--- config.mk ---
export PLATFORM = sky130hd
export DESIGN_NAME = outer_product_sched
export DESIGN_NICKNAME = d
export VERILOG_FILES = /design/src/rtl/outer_product_sched.sv
export SDC_FILE = /design/constraint.sdc
export NUM_CORES = 1
export LEC_CHECK = 0
export ABC_AREA = 1
export ABC_CLOCK_PERIOD_IN_PS = 4720
export CAP_MARGIN = 20
export CORE_MARGIN = 4
export CORE_UTILIZATION = 40
export DETAILED_ROUTE_END_ITERATION = 16
export PLACE_DENSITY = 0.54
export SYNTH_ARGS = -nofsm -noshare
export SYNTH_HDL_FRONTEND = slang
export SYNTH_SLANG_ARGS = --single-unit
--- constraint.sdc ---
create_clock -name clk -period 4.72 [get_ports clk]
set_clock_uncertainty 0.1 [all_clocks]
set_input_delay 1.18 -clock clk [delete_from_list [all_inputs] [get_ports clk]]
set_output_delay 1.18 -clock clk [all_outputs]
set_load 0.1 [all_outputs]
--- src/rtl/outer_product_sched.sv ---
// Outer-product scheduler: collects N (A,B) element pairs, then streams the
// N*N products A[i]*B[j] in row-major order through a shared multiplier,
// honouring downstream backpressure.
module outer_product_sched #(
  parameter int unsigned N      = 16,
  parameter int unsigned DW_IN  = 4,
  parameter int unsigned DW_OUT = 8
) (
  input  logic              clk,
  input  logic              rst,
  input  logic              in_valid,
  output logic              in_ready,
  input  logic [DW_IN-1:0]  in_matrix_A,
  input  logic [DW_IN-1:0]  in_matrix_B,
  output logic              out_valid,
  input  logic              out_ready,
  output logic [DW_OUT-1:0] out_matrix,
  output logic              out_last,
  output logic              busy
);

  // N is assumed to be a power of two so k splits cleanly into {i, j}.
  localparam int unsigned CW = $clog2(N);
  localparam int unsigned KW = 2 * CW;

  typedef enum logic [1:0] {
    StIdle,
    StLoad,
    StRun
  } state_e;

  state_e           state;
  logic [CW-1:0]    in_cnt;
  logic [KW-1:0]    k;
  logic [DW_IN-1:0] a_buf [N];
  logic [DW_IN-1:0] b_buf [N];

  logic              in_acc;
  logic              out_adv;
  logic [CW-1:0]     row;
  logic [CW-1:0]     col;
  logic [DW_OUT-1:0] prod;

  // Handshake qualifiers and the shared multiplier, indexed by the product counter.
  always_comb begin
    in_acc  = in_valid && in_ready;
    out_adv = !out_valid || out_ready;
    row     = k[KW-1:CW];
    col     = k[CW-1:0];
    prod    = DW_OUT'(a_buf[row]) * DW_OUT'(b_buf[col]);
  end

  // Operand buffers; no reset since a new frame always overwrites every entry.
  // in_ready is low in RUN, so RUN-time pairs never reach the buffers.
  always_ff @(posedge clk) begin
    if (in_acc) begin
      a_buf[in_cnt] <= in_matrix_A;
      b_buf[in_cnt] <= in_matrix_B;
    end
  end

  // Control FSM with registered handshake outputs.
  always_ff @(posedge clk) begin
    if (rst) begin
      state      <= StIdle;
      in_cnt     <= '0;
      k          <= '0;
      in_ready   <= 1'b1;
      out_valid  <= 1'b0;
      out_matrix <= '0;
      out_last   <= 1'b0;
      busy       <= 1'b0;
    end else begin
      unique case (state)
        StIdle: begin
          if (in_acc) begin
            in_cnt <= in_cnt + CW'(1);
            state  <= StLoad;
            busy   <= 1'b1;
          end
        end
        StLoad: begin
          if (in_acc) begin
            if (in_cnt == CW'(N - 1)) begin
              in_cnt   <= '0;
              k        <= '0;
              in_ready <= 1'b0;
              state    <= StRun;
            end else begin
              in_cnt <= in_cnt + CW'(1);
            end
          end
        end
        StRun: begin
          // Everything is frozen while a product waits for out_ready.
          if (out_adv) begin
            if (out_valid && out_last) begin
              out_valid  <= 1'b0;
              out_matrix <= '0;
              out_last   <= 1'b0;
              k          <= '0;
              in_ready   <= 1'b1;
              busy       <= 1'b0;
              state      <= StIdle;
            end else begin
              out_valid  <= 1'b1;
              out_matrix <= prod;
              out_last   <= (k == KW'(N * N - 1));
              k          <= k + KW'(1);
            end
          end
        end
        default: begin
          state <= StIdle;
        end
      endcase
    end
  end

endmodule

# Yosys cells after proc, flatten, opt, wreduce, memory -nomap -nowiden
# Memory sizes are Yosys's and may differ from the RTL's. A register that Yosys moved wholly into a read port is not among the register bits.
# Index checks and enable logic that the tools add are counted.
word_totals:
  ff_bits: 26
  inputBits: 12
  elab_cells: 69
  mem_count: 2
  mem_bits_ro: 0
  ram_bits: 128
  latchBits: 0
  out_inout_bits: 12
classes:
  n_bitwise: 0
  n_addsub: 2
  shifts: 0
  eq_ne: 9
  n_mux: 33
  div_mod_pow: 0
  order_cmp: 0
  multipliers: 1
  n_reduce_logical: 14
mem_list:
  columns: ["name", "depth", "width", "read_ports", "rd_ports_with_merged_regs", "write_ports", "line", "rtl"]
  rows:
  - ["a_buf", 16, 4, 1, 1, 1, "35", "logic [DW_IN-1:0] a_buf [N];"]
  - ["b_buf", 16, 4, 1, 1, 1, "36", "logic [DW_IN-1:0] b_buf [N];"]
ops:
  columns: ["op", "n"]
  rows:
  - ["two-way mux 8 bit", 5]
  - ["two-way mux 4 bit", 7]
  - ["one-hot mux 8 bit (2 select lines)", 1]
  - ["two-way mux 1 bit", 11]
  - ["two-way mux 2 bit", 5]
  - ["inequality test 2 bit, second input constant", 5]
  - ["AND reduction 5 bit", 2]
  - ["adder 8 x 1 -> 8 bit, second input constant", 1]
  - ["equality test 8 bit, second input constant", 1]
  - ["multiplier 4 x 4 -> 8 bit", 1]
  - ["one-hot mux 4 bit (2 select lines)", 1]
  - ["AND reduction 4 bit", 2]
  - ["one-hot mux 2 bit (3 select lines)", 1]
  - ["nonzero test 2 bit", 3]
  - ["adder 4 x 1 -> 4 bit, second input constant", 1]
  - ["equality test 4 bit, second input constant", 1]
  - ["one-hot mux 1 bit (2 select lines)", 2]
  - ["AND reduction 3 bit", 1]
  - ["equality test 2 x 1 -> 1 bit, second input constant", 1]
  - ["equality test 2 bit, second input constant", 1]
  - ["logical AND 1 bit", 2]
  - ["zero test 2 bit", 1]
  - ["AND reduction 2 bit", 1]
  - ["zero test 1 bit", 1]
  - ["logical OR 1 bit", 1]

# Logic depth before layout (Yosys ltp)
# Gate-level depths: netlist (run 1).
logic_depth:
  ltp_word: 6
  ltp_mapped: 20
  depth_no_buf: 19

# Worst setup path before layout (run 1)
# OpenSTA, ideal clock, no wires.
synth_path:
  path_type: "reg-to-reg"
  start: "register (tool-made name)"
  end: "register out_matrix[5]"
  path_stages_with_launch: 18
  path_buffers: 1
  synth_period_minus_slack_ns: 3.465
  setup_ns: 0.132
  slack_ns: 1.255
  arrival_ns: 3.232
  cell_sequence: "dfxtp_1 > inv_1 > clkbuf_1 > o21ai_0 > o221ai_1 > nand3_1 > nand2_1 > nand2_1 > fa_1 > inv_1 > fa_1 > ha_1 > nand2_1 > nand2_1 > a31o_2 > or2_2 > nand3_1 > a21oi_1"
synth_rtl:
  columns: ["element", "line", "rtl"]
  rows:
  - ["end signal: assignment", "107", "out_matrix <= prod;"]
  - ["end: declaration", "17", "output logic [DW_OUT-1:0] out_matrix,"]

==> impl_results.md, run 1 <==
* Die Y at 140 µm
* Peak supply drop at 0.265 mV
* Fraction of the yosys area taken by sequential cells at 65.2%
* Synthesized instance count at 645
* Final Power at approximately 0.0030 W
* Vias in the first global route at 4,655
* RePlAce Congestion at around 0.85
* Root buf cell: clkbuf_16
* Min Tclk post-route at 4.17 ns
* DR WL/cell at 17.8 µm
* CTS tree: yes
* Final period utilization at 88.3%
* Placement Rows at 47
* # setup viols final at 0
* Initial antenna violation count at 0
* Hold-fix buffers, CTS at 0
* Final nets at 704
* Post-CTS Setup Bufs at 0
* Finished Layout Cells at 904
* H-tree levels at 4
* Via-to-Cell Ratio at about 5.2
* Die width at 140 µm
* Most common cell after layout, fill and taps aside: edfxtp_1
* Final WL at 16,100 µm
* Util after Layout at a little under half
* Number of synthesized register bits at 162
* Headroom to the max-slew limit at about a quarter
* Slew Limit Fails at 0
* Crit path kind: reg -> reg
* Worst Path Required at 4.92 ns
* Clock sinks at 162
* Commonest cells after routing, fill and taps aside: 128 x edfxtp_1, 106 x nand2_1, 95 x nor2_1, 64 x inv_1, 57 x o21ai_0
* Core Region at 0.0168 mm²
* Largest net degree at the start of global routing at 33
* Placed Instances at between 800 and 900
* Pwr/cell area at roughly 380 mW/mm²
* Max_cap viols at 0
* GRT Residual Overflow at 0
* Avg Cell Area, Syn at 10.8 µm²
* Effective utilization at floorplan at 41.3%
* CP arrival at 4.37 ns
* Synth area leader: edfxtp_1
* ANT cells at 0
* Status: complete, no violations
* Synth top area share at roughly 55%
* Max Clk Rate at 0.240 GHz
* TNS Setup at 0 ns
* Worst Tran Pin Value at 1.10 ns
* Clock transition at the registers of the reported paths at ~0.07 ns
* Initial DRC Count at 376
* Dpl hpwl at roughly 11,000 µm
* Antenna Nets Post-Route at 0
* Worst skew pair latency at 0.43 ns
* CP startpoint kind: flop
* Synth Cell Area at 0.00694 mm²
* Die area at 0.0195 mm²
* Syn. warnings at 0
* DRC Markers at 0
* DRT Pass-1 Iters at 5
* Port Buf Inserts at 23
* Share of cells above drive strength 1 at 7.16%
* Clock Tree Buf Depth at 2
* Worst Setup End Kind: flop
* First-pass GRT wire length at around 25,000 µm
* Area contributors post-synth: edfxtp_1 55%, dfxtp_1 9.8%, nand2_1 5.7%, nor2_1 5.1%, o21ai_0 4.1%
* CP Max Fanout at 17
* RSZ-0062 raised after global routing: false
* Final hold vios at 0
* Via count at 4,724
* Class of the worst hold path: reg -> reg
* Pleak at 2.91 nW
* GRT Total Usage at 17.0%
* Netlist cell types at 38
* PostCTS Resize Cnt at 0
* Area Overhead vs Synth at 14.8%
* Syn_nets at slightly below 700
* Filler cells at 1,571
* Boundary Pins at 24
* CTS Buf Count at 17
-- stage by stage --
stage / instance area (µm²) / hold WS (ns) / setup WS [ns]
after floorplan: 6940 / 0.357 / 1.26
after global placement: 7400 / 0.342 / 0.752
after detailed placement: 7400 / 0.351 / 0.614
after CTS: 7970 / 0.362 / 0.644
after global routing: 7970 / 0.394 / 0.203
final: 7970 / 0.359 / 0.550
-- critical path, stage by stage (launching register included) --
cell and delay (ns):
dfxtp_1 0.69, inv_1 0.37, nor2_1 0.16, o21ai_0 0.09
o211ai_1 0.09, nand3_1 0.10, nand2_1 0.15, nand2_1 0.11
fa_1 0.52, inv_1 0.05, fa_1 0.56, inv_1 0.06
fa_1 0.45, o21ai_0 0.24, a21oi_1 0.10, o21ai_0 0.10
a21oi_1 0.09
-- cells in the mapped netlist, drive strengths merged --
master,n
a211oi,1
a21boi,1
a21o,1
a21oi,21
a22oi,1
a2bb2oi,1
a31o,1
buf,6
clkbuf,15
dfxtp,34
edfxtp,128
fa,4
ha,17
inv,67
nand2,109
nand3,40
nand4,2
nor2,98
nor3,7
nor3b,2
o211ai,11
o21a,1
o21ai,59
o221ai,13
o22ai,1
or2,3
xnor2,1
-- path summary, 6_finish.rpt --
path,cells after the start,start,to,slack [ns]
worst max-delay path,16,flop,out_matrix[6]$_SDFFE_PP0P_,0.55
worst min-delay path,2,busy$_SDFFE_PP0P_,busy$_SDFFE_PP0P_,0.36
worst max register to register,16,flop,out_matrix[6]$_SDFFE_PP0P_,0.55
worst min register to register,2,busy$_SDFFE_PP0P_,busy$_SDFFE_PP0P_,0.36
-- flip-flops by register name, summed over array words and instances (netlist names), named ones only --
register	flops
b_buf	64
in_cnt	4
a_buf	64
out_valid	1
state	2
out_matrix	8
k	8
in_ready	1
busy	1
out_last	1
-- report_power, final --
group,switching [W],internal [W]
sequential,0.00000543,0.00156
clock,0.000556,0.000774
combinational,0.0000988,0.0000504
total,0.000660,0.00238
-- layer usage --
layer | global-route usage [%] | share of wire [%] | vias to the layer above
met5 | 0 | 0 | -
met4 | 5.56 | 1.4 | 0
met3 | 3.95 | 6.0 | 22
met2 | 27.4 | 48 | 142
met1 | 22.9 | 44 | 2284
li1 | - | - | 2276
-- layout make-up --
class | count | area [µm²] | area share [%]
Sequential cell | 162 | 4520 | 56.8
Multi-Input combinational cell | 395 | 2080 | 26.1
Clock buffer | 18 | 429 | 5.39
Tap cell | 220 | 275 | 3.45
Timing Repair Buffer | 28 | 268 | 3.36
Inverter | 67 | 254 | 3.19
Clock inverter | 14 | 140 | 1.76
-- cell families after synthesis --
family,after synthesis,share of synthesized area (%)
xor gates and xnor gates,1,0.126
DFF,162,65.2
AOI/OAI and AO/OA,112,9.69
adders and majority gates,21,4.22
buffers and inverters,88,4.92
and+or+nand+nor,261,15.9
No activity file was read; power rests on OpenSTA's default activity.
==> inputs of run 2 (changes only) <==
CELL_PAD_IN_SITES_DETAIL_PLACEMENT = 0   (was default)
CELL_PAD_IN_SITES_GLOBAL_PLACEMENT = 1   (was default)
CTS_CLUSTER_DIAMETER = 60   (was default)
PLACE_DENSITY = 0.65   (was 0.54)
TNS_END_PERCENT = 20   (was default)
==> impl_results.md, run 2 (synthesis results as in run 1) <==
* Status: complete, no violations
* Max_cap viols at 0
* CTS tree: yes
* Antenna Nets Post-Route at 0
* Worst-path cell chain: inv_1 -> o21ai_0 -> o221ai_1 -> nand3_1 -> nand2_1 -> nand2_1 -> fa_1 -> inv_1 -> fa_1 -> inv_1 -> fa_1 -> o21ai_0 -> a21oi_1 -> o21ai_0 -> a21oi_1
* Root buf cell: clkbuf_16
* Clock transition at the registers of the reported paths at 0.06 ns
* Placed cell areas at 0.00742 mm²
* Largest registers: a_buf (64), b_buf (64)
* RSZ-0062 raised after global routing: false
* Final WL at 16,000 µm
* Die Y at between 100 and 150 µm
* GRT Total Usage at between 15 and 20%
* First-pass GRT wire length at roughly 26,000 µm
* DR WL/cell at 17.7 µm
* Post-Route M1 WL at 7320 µm
* DRC Markers at 0
* Largest net degree at the start of global routing at 33
* Final hold vios at 0
* Most common cell after layout, fill and taps aside: edfxtp_1
* Initial antenna violation count at 0
* CP Max Fanout at 16
* Clock Tree Buf Depth at 2
* CP startpoint kind: flop
* CTS Buf Count at 17
* Max Clk Rate at 0.255 GHz
* CP arrival at 4.12 ns
* Placement Rows at between 40 and 50
* DRT Pass-1 Iters at 5
* ANT cells at 0
* Core Region at 0.0168 mm²
* Worst skew pair latency at ~0.43 ns
* Die width at 140 µm
* Pleak at 2.92 nW
* Clock sinks at 162
* Final Cell Area at 0.00796 mm²
* Initial DRC Count at roughly 450
* Vias in the first global route at 4,643
* Via count at 4,749
* Via-to-Cell Ratio at 5.24
* Slew Limit Fails at 0
* Crit path kind: reg -> reg
* CP max stage cell: fa_1
* H-tree levels at 4
* Min Tclk post-route at a little under 4 ns
* Worst Tran Pin Value at 1.11 ns
* Commonest cells after routing, fill and taps aside: 128 x edfxtp_1, 106 x nand2_1, 95 x nor2_1, 64 x inv_1, 57 x o21ai_0
* Die area at 0.0195 mm²
* Dpl hpwl at 10,900 µm
* Post-CTS Setup Bufs at 0
* PostCTS Resize Cnt at 0
* Hold-fix buffers, CTS at 0
* Peak supply drop at roughly 0.26 mV
* Headroom to the max-slew limit at 26.0%
* GRT Residual Overflow at 0
* Met2 wire len at 7740 µm
* Share of cells above drive strength 1 at 8.01%
* Met3 WL at approximately 630 µm
* Area Overhead vs Synth at 14.6%
* Class of the worst hold path: reg -> reg
* Pwr/cell area at 372 mW/mm²
* Max incr delay on CP at 0.56 ns
* RePlAce Congestion at approximately 0.83
* TNS Setup at 0 ns
* Worst Path Required at 4.92 ns
* Top Layer Used: met4
* Boundary Pins at 24
* # setup viols final at 0
* Effective utilization at floorplan at 41.3%
* Worst Setup End Kind: flop
* Final nets at 707
* Final period utilization at 83.2%
* Port Buf Inserts at 23
## run 2: cell count changes in the layout (fill, tap and decap cells not counted), sizes merged
cell,before,now
bufinv,2,0
buf,5,8
clkbuf,18,17
inv,68,70
clkinv,9,10
## run 2: final timing paths
path,from,end,slack (ns),depth (start not counted)
hold / removal,busy$_SDFFE_PP0P_,busy$_SDFFE_PP0P_,0.36,2
setup reg to reg,flop,out_matrix[6]$_SDFFE_PP0P_,0.79,15
hold reg to reg,busy$_SDFFE_PP0P_,busy$_SDFFE_PP0P_,0.36,2
setup / recovery,flop,out_matrix[6]$_SDFFE_PP0P_,0.79,15
## run 2: area by class of cell
class | instances | area [µm²]
inverters | 67 | 254
multi-input cells | 395 | 2080
clock inverters | 15 | 111
clock buffers | 17 | 425
well taps | 220 | 275
flip-flops and latches | 162 | 4520
fillers | 1566 | 8860
repair buffers | 31 | 290
## run 2: worst max-delay path, delay by kind of cell, from the launching register on
family	cells	cell delay [ns]
AO/OA/AOI/OAI	6	0.84
buffers and inverters	3	0.52
AND/OR/NAND/NOR	3	0.41
adder cells (fa/ha/maj)	3	1.56
flip-flops	1	0.37
## run 2: power breakdown
group	switching [W]	internal, W	total (W)
clock network	0.000577	0.000675	0.00125
registers	0.00000550	0.00156	0.00156
logic	0.0000990	0.0000513	0.000150
total	0.000682	0.00228	0.00296
## run 2: stage by stage
| step | hold WS (ns) | utilization, % | total power [W] | setup WS, ns | std cells |
|---|---|---|---|---|---|
| 2_1_floorplan | 0.357 | - | 0.00168 | 1.26 | 645 |
| 3_3_place_gp | 0.357 | 44.1 | 0.00174 | 0.827 | 875 |
| 3_5_place_dp | 0.353 | 44.1 | 0.00174 | 0.818 | 875 |
| 4_1_cts | 0.370 | 47.3 | 0.00299 | 0.804 | 907 |
| 5_1_grt | 0.385 | 47.3 | 0.00308 | 0.428 | 907 |
| 6_report | 0.364 | 47.3 | 0.00296 | 0.793 | 907 |
## run 2: metal layers
layer / vias up / track usage [%]
met5: - / 0
met2: 97 / 26.8
li1: 2283 / -
met4: 0 / 6.68
met3: 29 / 4.05
met1: 2340 / 22.9
==> inputs of run 3 (changes only) <==
ABC_CLOCK_PERIOD_IN_PS = 3600   (was 4720)
PLACE_DENSITY = 0.67   (was 0.65)
clock period = 3.6 ns   (was 4.72 ns; I/O delays follow)
==> impl_results.md, run 3 (synthesis results as in run 1) <==
* Final setup margin at 0.0330 ns
* Clock transition at the registers of the reported paths at 0.06 ns
* Largest registers: a_buf (64), b_buf (64)
* Status: complete, no violations
* CP arrival at 3.75 ns
* Util after Layout at 51.1%
* DRC Markers at 0
* ANT cells at 0
* Placement Rows at 47
* Worst Tran Pin Value at 0.649 ns
* RePlAce Congestion at 0.833
* Area Overhead vs Synth at 23.7%
* Via-to-Cell Ratio at 5.09
* Port Buf Inserts at 23
* H-tree levels at 4
* Filler cells at between 1,500 and 2,000
* Die width at 140 µm
* Reg2reg setup slack at 0.03 ns
* Initial antenna violation count at 1
* Dpl hpwl at 11,600 µm
* CTS tree: yes
* Final period utilization at 99.1%
* RSZ-0062 raised after global routing: true
* Commonest cells after routing, fill and taps aside: 128 x edfxtp_1, 100 x nand2_1, 94 x nor2_1, 60 x inv_1, 55 x buf_4
* Clock sinks at 162
* Worst Path Required at 3.79 ns
* Pleak at 3.28 nW
* Worst Setup End Kind: flop
* First-pass GRT wire length at ~26,000 µm
* DRT Pass-1 Iters at 5
* Pwr/cell area at 464 mW/mm²
* Antenna Nets Post-Route at 0
* Final nets at 757
* Initial DRC Count at approximately 310
* Final Cell Area at about 0.0086 mm²
* Slew Limit Fails at 0
* Root buf cell: clkbuf_16
* CP startpoint kind: flop
* Final hold vios at 0
* Class of the worst hold path: reg -> reg
* Largest net degree at the start of global routing at 22
* GRT Residual Overflow at 0
* Core Region at between 0.015 and 0.02 mm²
* Headroom to the max-slew limit at 56.6%
* Most common cell after layout, fill and taps aside: edfxtp_1
* Boundary Pins at 24
* Die Y at 140 µm
* TNS Setup at 0 ns
* Max_cap viols at 0
* CP Max Fanout at 5
* # setup viols final at 0
* Hold_ws at 0.367 ns
* Final WL at 16,600 µm
* Effective utilization at floorplan at 41.3%
* Worst skew pair latency at 0.43 ns
* Post-place setup slack at -0.215 ns
* Share of cells above drive strength 1 at between 10% and 20%
* Crit path kind: reg -> reg
* CTS Buf Count at 17
* Clock Tree Buf Depth at 2
* Max Clk Rate at 0.280 GHz
* Peak supply drop at approximately 0.36 mV
* Via count at 4,869
* Vias in the first global route at 4,715
* Die area at 0.0195 mm²
* GRT Total Usage at 17.1%
* Min Tclk post-route at around 3.6 ns
* DR WL/cell at 17.4 µm
* Placed cell areas at 0.00772 mm²
## run 3: power by group
group | leakage (nW) | switching [W] | internal [W]
registers | 1.43 | 0.00000701 | 0.00204
logic | 1.58 | 0.000152 | 0.0000978
clock network | 0.268 | 0.000671 | 0.00102
total | 3.28 | 0.000830 | 0.00316
## run 3: worst max-delay path, cell delays in order, from the launching register on
cell	delay (ns)
dfxtp_4	0.37
inv_2	0.09
buf_4	0.14
o21ai_0	0.08
o221ai_1	0.24
nand3_1	0.14
nand2_2	0.12
nand2_2	0.07
fa_1	0.61
inv_2	0.06
fa_2	0.57
ha_4	0.22
a31o_4	0.24
or2_2	0.28
nand3_2	0.06
a21oi_1	0.05
## run 3: worst paths after layout
| check | end | start | depth (start not counted) |
|---|---|---|---|
| worst min register to register | busy$_SDFFE_PP0P_ | busy$_SDFFE_PP0P_ | 2 |
| worst max register to register | out_matrix[5]$_SDFFE_PP0P_ | flop | 15 |
| worst max-delay path | out_matrix[5]$_SDFFE_PP0P_ | flop | 15 |
| worst min-delay path | busy$_SDFFE_PP0P_ | busy$_SDFFE_PP0P_ | 2 |
## run 3: layer usage
| metal | vias to the layer above | part of all wire [%] | global-route usage [%] |
|---|---|---|---|
| met3 | 29 | 4.9 | 3.64 |
| met1 | 2332 | 44 | 22.9 |
| met4 | 2 | 2.3 | 7.09 |
| li1 | 2389 | - | - |
| met2 | 117 | 48 | 27.3 |
| met5 | - | 0.12 | 0 |
## run 3: cell type report
type | count | area [µm²] | share of cell area [%]
Multi-Input combinational cell | 395 | 2160 | 25.1
Tap cell | 220 | 275 | 3.20
Clock buffer | 27 | 504 | 5.87
Sequential cell | 162 | 4540 | 52.8
Timing Repair Buffer | 81 | 798 | 9.29
Inverter | 67 | 267 | 3.10
Clock inverter | 5 | 51.3 | 0.597
## run 3: timing repair
| item | in CTS | in global routing |
|---|---|---|
| pin swaps | 6 | 12 |
| gates cloned | 0 | 3 |
| setup endpoints to repair | 5 | 5 |
| hold buffers | 0 | 0 |
| hold endpoints to repair | 0 | 0 |
| setup buffers | 4 | 8 |
| gates resized for setup | 21 | 30 |
## run 3: stage by stage
step	instances	total power [W]
after detailed placement	910	0.00231
after floorplan	645	0.00221
final	957	0.00399
after global routing	957	0.00414
after global placement	910	0.00230
after CTS	946	0.00400
